### config.mk
export PLATFORM = sky130hd
export DESIGN_NAME = swc_rd_sched
export DESIGN_NICKNAME = d
export VERILOG_FILES = /design/src/rtl/swc_rd_sched.sv
export SDC_FILE = /design/constraint.sdc
export NUM_CORES = 1
export LEC_CHECK = 0
export ABC_AREA = 1
export BUFFER_PORTS_ARGS = -buffer_cell sky130_fd_sc_hd__buf_4
export CAP_MARGIN = 20
export CORE_UTILIZATION = 48
export DETAILED_ROUTE_END_ITERATION = 6
export PLACE_DENSITY = 0.81
export SLEW_MARGIN = 25
export SYNTH_ARGS = -nofsm -noshare
export SYNTH_HDL_FRONTEND = slang
export SYNTH_SLANG_ARGS = --single-unit
### constraint.sdc
create_clock -name clk -period 3.3 [get_ports clk]
set_input_delay 0.99 -clock clk [delete_from_list [all_inputs] [get_ports clk]]
set_output_delay 0.99 -clock clk [all_outputs]
set_load 0.03 [all_outputs]
### src/rtl/swc_rd_sched.sv
`default_nettype none
// ============================================================================
// Module : swc_rd_sched
// Brief  : Switch cell read scheduler. Grants one output queue per cell,
//          streams the cell from the data SRAM, then retires the pointer.
// Rev    : 1.0  initial release
// ============================================================================
module swc_rd_sched #(
  parameter int NPORT   = 4,
  parameter int PTR_W   = 10,
  parameter int BEATS   = 4,
  parameter int RAM_LAT = 1,
  parameter int MODE    = 0
) (
  input  logic                             clk,
  input  logic                             rstn,
  input  logic [NPORT-1:0]                 ptr_rdy,
  input  logic [16*NPORT-1:0]              ptr_dout,
  output logic [NPORT-1:0]                 ptr_ack,
  input  logic [NPORT-1:0]                 o_cell_bp,
  output logic                             sram_rd,
  output logic [PTR_W+$clog2(BEATS)-1:0]   sram_addr_b,
  output logic [NPORT-1:0]                 o_cell_fifo_wr,
  output logic                             o_cell_first,
  output logic                             o_cell_last,
  output logic [PTR_W-1:0]                 mc_addr,
  input  logic [3:0]                       mc_dout,
  output logic                             mc_wr,
  output logic [3:0]                       mc_din,
  output logic                             fq_wr,
  output logic [PTR_W-1:0]                 fq_din,
  output logic                             err_mc_zero
);

  localparam int c_bw = $clog2(BEATS);
  localparam int c_sw = $clog2(NPORT);
  localparam int c_dw = NPORT + 2;

  typedef enum logic [1:0] {
    IDLE  = 2'd0,
    READ  = 2'd1,
    MCUPD = 2'd2
  } state_t;

  state_t             r_state;
  logic [c_sw-1:0]    r_rr;
  logic [c_sw-1:0]    r_sel;
  logic [PTR_W-1:0]   r_cur_addr;
  logic               r_cur_first;
  logic               r_cur_last;
  logic [c_dw-1:0]    r_dly [RAM_LAT];

  logic [NPORT-1:0]   w_req;
  logic [NPORT-1:0]   w_rot;
  logic [c_sw-1:0]    w_base;
  logic [c_sw-1:0]    w_off;
  logic [c_sw:0]      w_sum;
  logic [c_sw-1:0]    w_sel;
  logic [NPORT-1:0]   w_grant_oh;
  logic [NPORT-1:0]   w_sel_oh;
  logic [15:0]        w_ptr;
  logic [c_bw-1:0]    w_beat;
  logic [c_dw-1:0]    w_dly_in;
  logic               w_unused;

  assign w_req = ptr_rdy & ~o_cell_bp;

  // Rotate the request vector so the search always starts at bit 0; strict
  // priority is the same search with a fixed base of 0.
  assign w_base = (MODE == 0) ? r_rr : '0;
  assign w_rot  = NPORT'({w_req, w_req} >> w_base);

  always_comb begin
    w_off = '0;
    for (int i = NPORT-1; i >= 0; i--) begin
      if (w_rot[i]) w_off = c_sw'(i);
    end
  end

  assign w_sum = {1'b0, w_base} + {1'b0, w_off};
  assign w_sel = (w_sum >= (c_sw+1)'(NPORT)) ? c_sw'(w_sum - (c_sw+1)'(NPORT))
                                              : c_sw'(w_sum);

  always_comb begin
    w_ptr = '0;
    for (int i = 0; i < NPORT; i++) begin
      if (w_sel == c_sw'(i)) w_ptr = ptr_dout[16*i +: 16];
    end
  end

  assign w_unused   = ^w_ptr;
  assign w_grant_oh = NPORT'(1) << w_sel;
  assign w_sel_oh   = NPORT'(1) << r_sel;
  assign w_beat     = sram_addr_b[c_bw-1:0];

  // Write strobe and flags for the beat being read now; delayed below to
  // line up with the SRAM read data.
  assign w_dly_in = sram_rd ? {w_sel_oh,
                               (w_beat == '0) & r_cur_first,
                               (w_beat == c_bw'(BEATS-1)) & r_cur_last}
                            : '0;

  always_ff @(posedge clk or negedge rstn) begin
    if (!rstn) begin
      for (int i = 0; i < RAM_LAT; i++) r_dly[i] <= '0;
    end else begin
      r_dly[0] <= w_dly_in;
      for (int i = 1; i < RAM_LAT; i++) r_dly[i] <= r_dly[i-1];
    end
  end

  assign o_cell_fifo_wr = r_dly[RAM_LAT-1][c_dw-1:2];
  assign o_cell_first   = r_dly[RAM_LAT-1][1];
  assign o_cell_last    = r_dly[RAM_LAT-1][0];

  always_ff @(posedge clk or negedge rstn) begin
    if (!rstn) begin
      r_state     <= IDLE;
      r_rr        <= '0;
      r_sel       <= '0;
      r_cur_addr  <= '0;
      r_cur_first <= 1'b0;
      r_cur_last  <= 1'b0;
      ptr_ack     <= '0;
      sram_rd     <= 1'b0;
      sram_addr_b <= '0;
      mc_addr     <= '0;
      mc_wr       <= 1'b0;
      mc_din      <= '0;
      fq_wr       <= 1'b0;
      fq_din      <= '0;
      err_mc_zero <= 1'b0;
    end else begin
      ptr_ack <= '0;
      mc_wr   <= 1'b0;
      mc_din  <= '0;
      fq_wr   <= 1'b0;
      fq_din  <= '0;
      case (r_state)
        IDLE: begin
          if (|w_req) begin
            r_sel       <= w_sel;
            r_cur_addr  <= w_ptr[PTR_W-1:0];
            r_cur_first <= w_ptr[14];
            r_cur_last  <= w_ptr[15];
            ptr_ack     <= w_grant_oh;
            if (MODE == 0) r_rr <= (w_sel == c_sw'(NPORT-1)) ? '0 : w_sel + 1'b1;
            mc_addr     <= w_ptr[PTR_W-1:0];
            sram_rd     <= 1'b1;
            sram_addr_b <= {w_ptr[PTR_W-1:0], {c_bw{1'b0}}};
            r_state     <= READ;
          end
        end
        READ: begin
          if (w_beat == c_bw'(BEATS-1)) begin
            // mc_addr has been stable since the first READ cycle, so mc_dout
            // is valid here (BEATS >= 2) and the write lands during MCUPD.
            sram_rd <= 1'b0;
            r_state <= MCUPD;
            mc_wr   <= 1'b1;
            if (mc_dout <= 4'd1) begin
              fq_wr  <= 1'b1;
              fq_din <= r_cur_addr;
              if (mc_dout == 4'd0) err_mc_zero <= 1'b1;
            end else begin
              mc_din <= mc_dout - 4'd1;
            end
          end else begin
            sram_addr_b <= sram_addr_b + 1'b1;
          end
        end
        MCUPD:   r_state <= IDLE;
        default: r_state <= IDLE;
      endcase
    end
  end

endmodule
`default_nettype wire

==> results of run 1 <==
[state kept, by name, indices dropped and copies added, names as in the netlist]
register	count
err_mc_zero	1
fq_din	10
fq_wr	1
mc_din	4
mc_wr	1
ptr_ack	4
r_cur_addr	10
r_cur_first	1
r_cur_last	1
r_dly	6
r_rr	2
r_sel	2
r_state	2
sram_addr_b	12
sram_rd	1
[cells in the mapped netlist]
library cell	instances	area share
nand4_1	3	0.0062
a31oi_1	6	0.012
o21ai_0	10	0.016
o221ai_1	2	0.0058
inv_1	42	0.052
nand3_1	42	0.069
clkbuf_1	2	0.0025
buf_4	3	0.0074
a21oi_1	10	0.016
buf_2	5	0.0082
o21ai_1	2	0.0033
xnor2_1	2	0.0058
o21a_1	5	0.012
o22ai_1	1	0.0021
nor2_8	1	0.0066
nand3_2	5	0.016
buf_6	1	0.0037
dfrtp_1	58	0.48
ha_1	10	0.041
nor2_4	5	0.019
nor3_2	1	0.0033
nor2_1	32	0.039
a21boi_0	1	0.0025
a31o_2	1	0.0029
nor3_1	8	0.013
o211ai_1	8	0.020
inv_2	7	0.0086
xor2_1	2	0.0058
o21ai_2	5	0.014
inv_4	1	0.0021
nand2_1	85	0.10
[metrics by stage]
stage	instance area (um^2)	hold WS [ps]	power [W]	std cells	utilization
floorplan	3040	455	0.00351	366	-
global placement	4000	472	0.00453	554	0.664
finish	4210	487	0.00540	573	0.699
global route	4210	513	0.00584	573	0.699
detailed placement	4000	464	0.00464	554	0.664
CTS	4160	483	0.00521	570	0.691
[layer usage]
layer / part of all wire / vias up
met5: 0 / -
met2: 0.51 / 96
met1: 0.40 / 1333
li1: - / 1446
met4: 0.020 / 0
met3: 0.071 / 16
[critical path: cells and delay by family]
family	cells	cell delay [ps]
xor gates and xnor gates	1	180
adders and majority gates	2	360
buffers and inverters	5	490
AOI/OAI and AO/OA	3	350
and+or+nand+nor	10	930
[report_power, final]
part	switching [W]	internal, W
logic	0.00220	0.00144
clock network	0.000268	0.000289
registers	0.000218	0.000983
total	0.00269	0.00271
[repair_timing]
item,4_1_cts,5_1_grt
setup endpoints to repair,0,14
buffers inserted,0,3
hold endpoints to repair,0,0
gates resized for setup,0,7
[cell families (layout without fill, tap and decap cells)]
group	count (synthesis)	count (layout)
AND/OR/NAND/NOR	182	182
buffers and inverters	61	193
flip-flops	58	58
AO/OA/AOI/OAI	51	51
adder cells (fa/ha/maj)	10	10
XOR/XNOR	4	4
[layout make-up]
type | instances | area (um^2)
clock buffers | 13 | 149
well taps | 75 | 93.8
inverters | 50 | 190
clock inverters | 3 | 15.0
repair buffers | 127 | 970
flip-flops and latches | 58 | 1450
fillers | 488 | 1810
multi-input cells | 247 | 1350
[worst paths after layout]
check / start / to / slack [ps] / cells after the start
worst max-delay path: o_cell_bp[2] / sram_addr_b[3]$_DFFE_PN0P_ / 230 / 21
max in group asynchronous: rstn / mc_din[2]$_DFF_PN0_ / 2120 / 1
worst min register to register: r_sel[1]$_DFFE_PN0P_ / r_dly[2]$_DFF_PN0_ / 490 / 1
worst max register to register: r_rr[0]$_DFFE_PN0P_ / sram_addr_b[3]$_DFFE_PN0P_ / 470 / 21
min in group asynchronous: rstn / ptr_ack[0]$_DFF_PN0_ / 700 / 1
worst min-delay path: r_sel[1]$_DFFE_PN0P_ / r_dly[2]$_DFF_PN0_ / 490 / 1
==> impl_metrics.py, run 1 <==
metrics = {
    "status": {
        "status": "completed",
    },
    "logic_synthesis": {
        "synth_compound_area_frac": 0.108,
        "synth_seq_area_share": 0.477,
        "yosys.area_share.adder": 0.0411,
        "synth_top_family_by_area": "simple AND/OR/NAND/NOR gates",
        "synth-simple-area-share": 0.278,
        "synthMuxAreaShare": 0,
        "syn_avg_cell_area_um2": 8.31,
        "yosys.area_share.xor_xnor": 0.0115,
        "synth_cells": 366,
        "ys_ff_latch": 58,
        "yosysUniqueCellTypes": 31,
        "netlist_area_um2": 3040,
        "syn_nets": 454,
        "synth-warning-count": 0,
    },
    "grt": {
        "antenna_found_initial": 0,
        "grt_usage": 0.256,
        "grt_busiest_layer": "met2",
        "use_met2": 0.453,
        "grt_pass1_vias": 2701,
        "grt_remaining_overflow": 0,
        "grt_max_degree": 59,
        "use_met1": 0.297,
        "grt_use_met3": 0.0522,
        "grt_first_pass_wirelength_mm": 12.4,
    },
    "routing": {
        "drc": 0,
        "drt_iter0_drc": 151,
        "vias_per_cell": 5.05,
        "dr.pass1.iters": 4,
        "ant_nets": 0,
        "wire_per_inst_um": 14.3,
        "drt-total-wl_mm": 8.19,
        "vias": 2891,
    },
    "sta": {
        "maxSlewHeadroom": 0.523,
        "fin_crit_sh": 0.932,
        "skew_ps": 6.71,
        "tightest_slew_ps": 716,
        "fmaxAchievable_mhz": 325,
        "finalMaxSlewViolations": 0,
        "finalSetupTns_ps": 0,
        "setup_viol": 0,
        "hold_violations": 0,
        "setup_ws_ps": 226,
        "fin_crit_ps": 3070,
    },
    "min_path": {
        "hold_path_class": "flop to flop",
    },
    "worst_setup_path": {
        "cp.arrival_ps": 3300,
        "endpoint_kind": "flop",
        "crit_type": "input port to flop",
        "worstSetupStartpointType": "input port",
        "cp_common_cell": "nand3_1",
        "slowest_stage": "ha_1",
        "slowest_delay_ps": 190,
        "cp_cell_sequence": "buf_4 -> inv_1 -> nand3_1 -> nand3_1 -> nand2_1 -> a21boi_1 -> ha_1 -> xor2_1 -> nand2_1 -> nand2_2 -> inv_1 -> ha_1 -> inv_1 -> nor2_4 -> buf_12 -> nand2_1 -> nand3_1 -> o211ai_1 -> nand3_1 -> nand3_1 -> o21ai_2",
        "cp_max_fo": 5,
        "cp_data_required_time_ps": 3520,
    },
    "floorplan": {
        "initial_core_util": 0.505,
        "rows": 28,
        "coreArea_um2": 6030,
        "fp.dieW_um": 81.6,
        "io_pins": 128,
        "die_h_um": 81.6,
        "die-area_um2": 6660,
    },
    "placement": {
        "gp_congestion": 0.981,
        "io_buffers": 111,
        "dp_worst_setup_slack_ps": -203,
        "hpwl_mm": 6.23,
    },
    "power": {
        "powerDensity_nw_per_um2": 1280,
        "max-vdd-ir-drop_v": 0.000813,
        "total_leakage_power_nw": 2.26,
    },
    "clock_tree": {
        "cts_sinks": 58,
        "cts_root_buf": "clkbuf_8",
        "htree_levels": 3,
        "clk-insertion-delay-late_ps": 340,
        "max-clock-path-buffers": 2,
        "cts.reportedPaths.clkPinSlew_ps": 60,
        "cts_tree": "yes",
        "numCtsBuffers": 9,
        "cts_hold_buf": 0,
    },
    "finish": {
        "final_nets": 581,
        "final_common_cell": "buf_4",
        "area_growth_pct": 38.5,
        "diodes": 0,
        "final_cell_mix": "125 x buf_4, 84 x nand2_1, 58 x dfrtp_1",
        "drive_gt1_frac": 0.339,
    },
    "flow_run": {
        "maxCapViolCount": 0,
    },
}
Note: power is estimated with default switching activity, not from simulation.
==> run 2: changes to the inputs <==
--- a/config.mk
+++ b/config.mk
@@ -5,10 +5,9 @@
 export SDC_FILE = /design/constraint.sdc
 export NUM_CORES = 1
 export LEC_CHECK = 0
-export ABC_AREA = 1
 export BUFFER_PORTS_ARGS = -buffer_cell sky130_fd_sc_hd__buf_4
 export CAP_MARGIN = 20
-export CORE_UTILIZATION = 48
+export CORE_UTILIZATION = 47
 export DETAILED_ROUTE_END_ITERATION = 6
 export PLACE_DENSITY = 0.81
 export SLEW_MARGIN = 25
==> run 2 against run 1 <==
Compared with the run above: combinational power is 26% lower; total power is 18% lower; final area is 0.27% higher; via count is 11% lower; sequential power hardly changed; maximum frequency is 4.6% lower; critical endpoint is now r_cur_addr[4]$_DFFE_PN0P_.
==> impl_metrics.py, run 2 <==
metrics = {
    "routing": {
        "drc": 0,
        "ant_nets": 0,
        "drt-total-wl_mm": 7.30,
        "drt_iter0_drc": 137,
        "wire_per_inst_um": 14.8,
        "vias_per_cell": 5.20,
        "dr.pass1.iters": 4,
        "vias": 2572,
    },
    "finish": {
        "largestRegisters": "sram_addr_b: 12 flops, fq_din: 10 flops, r_cur_addr: 10 flops",
        "regMostFlops": "sram_addr_b",
        "largest_register_ffs": 12,
        "final_nets": 506,
        "area_growth_pct": 49.6,
        "fin_util": 0.749,
        "drive_gt1_frac": 0.430,
        "final_common_cell": "buf_4",
        "diodes": 0,
        "final_cell_mix": "129 x buf_4, 58 x dfrtp_1, 36 x nand2_1",
        "finish.instance_area_um2": 4230,
    },
    "worst_setup_path": {
        "r2r-end": "r_cur_addr[4]$_DFFE_PN0P_",
        "slowest_delay_ps": 340,
        "worstSetupStartpointType": "input port",
        "endpoint_kind": "flop",
        "cp.arrival_ps": 3430,
        "reg2reg_depth": 11,
        "slowest_stage": "a221oi_1",
        "cp_cell_sequence": "buf_4 -> nand2b_4 -> and3_4 -> o21ai_2 -> o2111ai_2 -> ha_4 -> xnor2_4 -> ha_2 -> nor2b_2 -> buf_6 -> a221oi_1 -> o31ai_2 -> o21ai_1 -> nand2_1",
        "crit_type": "input port to flop",
        "cp_max_fo": 5,
        "worst-r2r-setup-slack_ps": 260,
        "r2r_start": "r_rr[0]$_DFFE_PN0P_",
        "cp_data_required_time_ps": 3510,
    },
    "sta": {
        "finalSetupTns_ps": 0,
        "fmaxAchievable_mhz": 310,
        "maxSlewHeadroom": 0.519,
        "setup_viol": 0,
        "skew_ps": 4.05,
        "fin_crit_ps": 3220,
        "finalMaxSlewViolations": 0,
        "fin_crit_sh": 0.976,
        "hold_violations": 0,
        "holdWs_ps": 472,
        "tightest_slew_ps": 721,
    },
    "logic_synthesis": {
        "yosysMostFrequentCell": "dfrtp_1",
        "syn_avg_cell_area_um2": 9.87,
        "synth_top_family_by_area": "simple AND/OR/NAND/NOR gates",
        "yosysUniqueCellTypes": 43,
        "async_flop_share": 1.00,
        "netlist_area_um2": 2820,
        "synthTopCellsByArea": "dfrtp_1 51%, nand2_1 4.8%, ha_1 4.4%",
        "yosys.area_share.adder": 0.0479,
        "synth_compound_area_frac": 0.145,
        "synthFlopType": "dfrtp_1",
        "synth_area_leader_cell": "dfrtp_1",
        "synth_edf_count": 0,
        "yosys.area_share.xor_xnor": 0.00930,
        "synth.top_cell.area_share": 0.514,
        "syn_nets": 374,
        "synthTopCellsByCount": "58 x dfrtp_1, 36 x nand2_1, 30 x nor2_1, 15 x and2_1, 15 x inv_1",
        "ys_ff_latch": 58,
        "synth_cells": 286,
        "synth-simple-area-share": 0.240,
        "synth_seq_area_share": 0.514,
        "synth-warning-count": 0,
        "synthMuxAreaShare": 0.00354,
    },
    "clock_tree": {
        "clk-insertion-delay-late_ps": 340,
        "post_cts_buffers": 0,
        "max-clock-path-buffers": 2,
        "cts.reportedPaths.clkPinSlew_ps": 60,
        "cts_tree": "yes",
        "cts_root_buf": "clkbuf_8",
        "numCtsBuffers": 9,
        "cts_sinks": 58,
        "htree_levels": 3,
    },
    "min_path": {
        "min_from": "err_mc_zero$_DFFE_PN0P_",
        "whs_endpoint": "err_mc_zero$_DFFE_PN0P_",
        "hold_path_class": "flop to flop",
        "min_path_cells": 1,
    },
    "floorplan": {
        "initial_core_util": 0.501,
        "io_pins": 128,
        "fp.dieW_um": 79.5,
        "coreArea_um2": 5640,
        "die-area_um2": 6320,
        "rows": 27,
        "die_h_um": 79.5,
    },
    "grt": {
        "grt_remaining_overflow": 0,
        "grt_max_degree": 59,
        "grt_usage": 0.237,
        "antenna_found_initial": 0,
        "grt_pass1_vias": 2516,
        "grt_first_pass_wirelength_mm": 11.4,
    },
    "placement": {
        "io_buffers": 111,
        "gp_congestion": 0.819,
        "dpl-instance-area_um2": 3930,
        "hpwl_mm": 5.35,
    },
    "status": {
        "status": "completed",
    },
    "power": {
        "total_leakage_power_nw": 2.13,
        "powerDensity_nw_per_um2": 1050,
        "total_power_w": 0.00444,
        "max-vdd-ir-drop_v": 0.000764,
    },
    "flow_run": {
        "maxCapViolCount": 0,
    },
}
==> run 2: where the power goes <==
part           switching (W)  leakage, nW  internal, W  total, W
clock               0.000277       0.0851     0.000288  0.000566
sequential          0.000221        0.743     0.000951   0.00117
combinational        0.00147         1.30      0.00123   0.00270
==> run 2: logic make-up (layout without fill, tap and decap cells) <==
group	count (synthesis)	after routing
compound gates	55	55
xor+xnor	3	3
fa+ha+maj	11	11
buf+inv	29	166
flops	58	58
mux	1	1
simple gates	129	129
==> run 2: critical path, delay by kind of cell <==
kind                       cells  cell delay [ps]
and+or+nand+nor                4              590
AOI/OAI and AO/OA              5             1050
buffers and inverters          2              230
xor gates and xnor gates       1              160
adders and majority gates      2              410
==> run 2: stage by stage <==
step	setup WS (ps)	cells
2_1_floorplan	26.3	286
3_3_place_gp	-351	479
3_5_place_dp	-422	479
4_1_cts	34.7	495
5_1_grt	-65.2	495
6_report	78.4	495
==> run 2: repair_timing <==
item / in CTS / in global routing
resized for setup: 3 / 25
hold buffers: 0 / 0
pin swaps: 0 / 9
setup endpoints to repair: 5 / 20
cloned: 0 / 1
==> run 2: layout make-up <==
type | instances | area (um^2)
Clock buffer | 11 | 141
Clock inverter | 5 | 30.0
Fill cell | 399 | 1420
Inverter | 15 | 56.3
Multi-Input combinational cell | 199 | 1390
Sequential cell | 58 | 1450
Tap cell | 72 | 90.1
Timing Repair Buffer | 135 | 1060
==> run 2: worst max-delay path by stage <==
| stage | start | to | slack, ps | cells past startpoint |
|---|---|---|---|---|
| 5_1_grt | o_cell_bp[2] | r_cur_addr[2]$_DFFE_PN0P_ | -70 | 15 |
| 3_5_place_dp | o_cell_bp[3] | r_cur_addr[4]$_DFFE_PN0P_ | -420 | 15 |
| 2_1_floorplan | o_cell_bp[3] | sram_addr_b[5]$_DFFE_PN0P_ | 30 | 13 |
| 3_3_place_gp | o_cell_bp[3] | sram_addr_b[7]$_DFFE_PN0P_ | -350 | 15 |
| 4_1_cts | o_cell_bp[3] | sram_addr_b[2]$_DFFE_PN0P_ | 30 | 16 |
| 6_report | o_cell_bp[3] | r_cur_addr[4]$_DFFE_PN0P_ | 80 | 14 |
==> run 2: layer usage <==
metal / share of wire / vias to the layer above / GRT usage
met2: 0.49 / 108 / 0.386
met3: 0.072 / 22 / 0.0606
met1: 0.40 / 1192 / 0.289
met4: 0.034 / 0 / 0.122
li1: - / 1250 / -
met5: 0 / - / 0
==> run 3: changes to the inputs <==
--- a/config.mk
+++ b/config.mk
@@ -7,9 +7,9 @@
 export LEC_CHECK = 0
 export BUFFER_PORTS_ARGS = -buffer_cell sky130_fd_sc_hd__buf_4
 export CAP_MARGIN = 20
-export CORE_UTILIZATION = 47
+export CORE_UTILIZATION = 42
 export DETAILED_ROUTE_END_ITERATION = 6
-export PLACE_DENSITY = 0.81
+export PLACE_DENSITY = 0.76
 export SLEW_MARGIN = 25
 export SYNTH_ARGS = -nofsm -noshare
 export SYNTH_HDL_FRONTEND = slang
==> constraint.sdc (replaced) <==
create_clock -name clk -period 2.82 [get_ports clk]
set_input_delay 0.846 -clock clk [delete_from_list [all_inputs] [get_ports clk]]
set_output_delay 0.846 -clock clk [all_outputs]
set_load 0.03 [all_outputs]
==> run 3 against run 2 <==
Compared with the run above: the run now ends with DRC, setup timing left; critical path depth unchanged; sequential share of layout area down 1.1 points; sequential cell count unchanged; register-to-register slack worse by 220 ps; via count up 1.2%; worst hold slack worse by 4.0 ps; core utilization down 7.0 points; non-clock buffer count up 4; final area up 3.2%; clock skew up 2.4 ps; global-route usage down 1.4 points; die area up 12%.
==> impl_metrics.py, run 3 (same netlist as run 2, synthesis figures left out) <==
metrics = {
    "status": {
        "status": "finished, violations left",
        "violations": "DRC, setup timing",
    },
    "placement": {
        "io_buffers": 111,
        "dpl-instance-area_um2": 3950,
        "gp_congestion": 0.864,
        "hpwl_mm": 5.43,
        "dp_cells": 480,
    },
    "routing": {
        "wire_per_inst_um": 14.6,
        "vias": 2602,
        "drt_iter0_drc": 130,
        "dr.pass1.iters": 6,
        "drc": 16,
        "ant_nets": 0,
        "drt-total-wl_mm": 7.37,
        "vias_per_cell": 5.16,
    },
    "clock_tree": {
        "numCtsBuffers": 9,
        "cts_tree": "yes",
        "cts_root_buf": "clkbuf_8",
        "htree_levels": 3,
        "max-clock-path-buffers": 2,
        "cts_sinks": 58,
        "clk-insertion-delay-late_ps": 330,
        "cts.reportedPaths.clkPinSlew_ps": 60,
    },
    "worst_setup_path": {
        "crit_type": "input port to flop",
        "r2r-end": "sram_addr_b[3]$_DFFE_PN0P_",
        "reg2reg_depth": 11,
        "cp.arrival_ps": 3150,
        "cp_top_family": "compound AO/OA/AOI/OAI gates",
        "cp_num_buf_inv": 3,
        "cp_cell_sequence": "buf_4 -> nand2b_4 -> buf_4 -> a31oi_4 -> o2111ai_2 -> ha_4 -> xnor2_4 -> ha_4 -> nor2b_4 -> buf_6 -> a221oi_2 -> o31ai_1 -> nand2_1 -> o311ai_1",
        "cp_data_required_time_ps": 3050,
        "worst-r2r-setup-slack_ps": 40,
        "slowest_stage": "nor2b_4",
        "slowest_delay_ps": 250,
        "cp_max_fo": 7,
        "endpoint_kind": "flop",
        "r2r_start": "r_rr[0]$_DFFE_PN0P_",
        "worstSetupStartpoint": "o_cell_bp[1]",
        "worstSetupStartpointType": "input port",
    },
    "grt": {
        "grt_max_degree": 59,
        "grt_remaining_overflow": 0,
        "grt_usage": 0.223,
        "grt_first_pass_wirelength_mm": 12.4,
        "grt_pass1_vias": 2616,
        "antenna_found_initial": 0,
    },
    "sta": {
        "fin_crit_sh": 1.04,
        "skew_ps": 6.45,
        "tightest_slew_ps": 738,
        "finalSetupTns_ps": -969,
        "fin_crit_ps": 2920,
        "hold_violations": 0,
        "finalMaxSlewViolations": 0,
        "setup_viol": 19,
        "maxSlewHeadroom": 0.505,
        "setup_ws_ps": -105,
        "grt_setup_unrepaired": "yes",
        "fmaxAchievable_mhz": 342,
    },
    "min_path": {
        "hold_path_class": "flop to flop",
        "min_from": "err_mc_zero$_DFFE_PN0P_",
        "min_path_cells": 1,
        "whs_endpoint": "err_mc_zero$_DFFE_PN0P_",
    },
    "finish": {
        "multiInputGateArea_um2": 1470,
        "final_cells": 504,
        "final_common_cell": "buf_4",
        "finish.instance_area_um2": 4360,
        "diodes": 0,
        "final_cell_mix": "131 x buf_4, 58 x dfrtp_1, 36 x nand2_1",
        "fin_util": 0.679,
        "regMostFlops": "sram_addr_b",
        "final_nets": 510,
        "largest_register_ffs": 12,
        "largestRegisters": "sram_addr_b: 12 flops, fq_din: 10 flops, r_cur_addr: 10 flops",
        "fillers": 495,
        "area_growth_pct": 54.4,
        "regArea_um2": 1450,
        "drive_gt1_frac": 0.454,
    },
    "power": {
        "p_int_w": 0.00311,
        "combPwrFrac": 0.611,
        "swShare": 0.432,
        "total_power_w": 0.00547,
        "max-vdd-ir-drop_v": 0.000947,
        "p_sw_w": 0.00236,
        "p_seq_frac": 0.250,
        "powerDensity_nw_per_um2": 1260,
        "clkPwrFrac": 0.139,
        "total_leakage_power_nw": 2.18,
    },
    "flow_run": {
        "maxCapViolCount": 0,
    },
    "floorplan": {
        "io_pins": 128,
        "coreArea_um2": 6420,
        "rows": 29,
        "die_h_um": 84,
        "die-area_um2": 7060,
        "fp.dieW_um": 84,
        "initial_core_util": 0.440,
    },
}
[run 3: cell count changes in the layout (fill, tap and decap cells not counted), moves of 3 or more]
| cell | change |
|---|---|
| buf_6 | +5 |
| ha_2 | -3 |
| ha_4 | +3 |
| o21ai_0 | -3 |
[run 3: worst reg2reg max path, stage by stage, from the launching register on]
cell and delay [ps]:
dfrtp_1 500, nor3b_1 240, a221oi_1 80, maj3_1 460
xnor2_4 300, ha_4 180, nor2b_4 250, buf_6 140
a221oi_2 50, o31ai_1 210, nand2_1 140, o311ai_1 130
[run 3: through the flow]
stage	setup slack, ps	hold slack [ps]
after floorplan	-174	443
after global placement	-513	458
after detailed placement	-592	459
after CTS	-159	473
after global routing	-244	480
final	-105	468
[run 3: final cells by class]
cell class              count  area share
inverters                  15      0.0135
flip-flops and latches     58       0.333
clock inverters             2     0.00803
multi-input cells         199       0.336
well taps                  77      0.0221
clock buffers              14      0.0373
repair buffers            139       0.250
[run 3: repair_timing]
item / in CTS / in global routing
setup endpoints to repair: 21 / 22
hold buffers: 0 / 0
pin swaps: 24 / 11
cloned: 0 / 0
gates resized for setup: 23 / 8
buffers inserted: 6 / 4
[run 3: power by group through the flow]
stage                     logic [W]  clock network, W  registers (W)
final                       0.00334          0.000759        0.00137
after CTS                   0.00327          0.000774        0.00137
after detailed placement    0.00291                 0        0.00137
after global routing        0.00362          0.000813        0.00141
after global placement      0.00286                 0        0.00136
after floorplan             0.00151                 0        0.00174
[run 3: per-layer routing]
metal	track usage	wire length, um	up-vias
met1	0.277	3190	1221
met2	0.381	3540	112
met5	0	0	-
li1	-	-	1257
met3	0.0366	497	12
met4	0.0972	140	0
[run 3: how the worst max path moves through the flow]
stage,to,slack [ps],cells after the start
finish,sram_addr_b[3]$_DFFE_PN0P_,-100,14
global route,sram_addr_b[11]$_DFFE_PN0P_,-240,14
CTS,sram_addr_b[3]$_DFFE_PN0P_,-160,14
detailed placement,sram_addr_b[7]$_DFFE_PN0P_,-590,14
global placement,sram_addr_b[7]$_DFFE_PN0P_,-510,13
floorplan,sram_addr_b[5]$_DFFE_PN0P_,-170,12
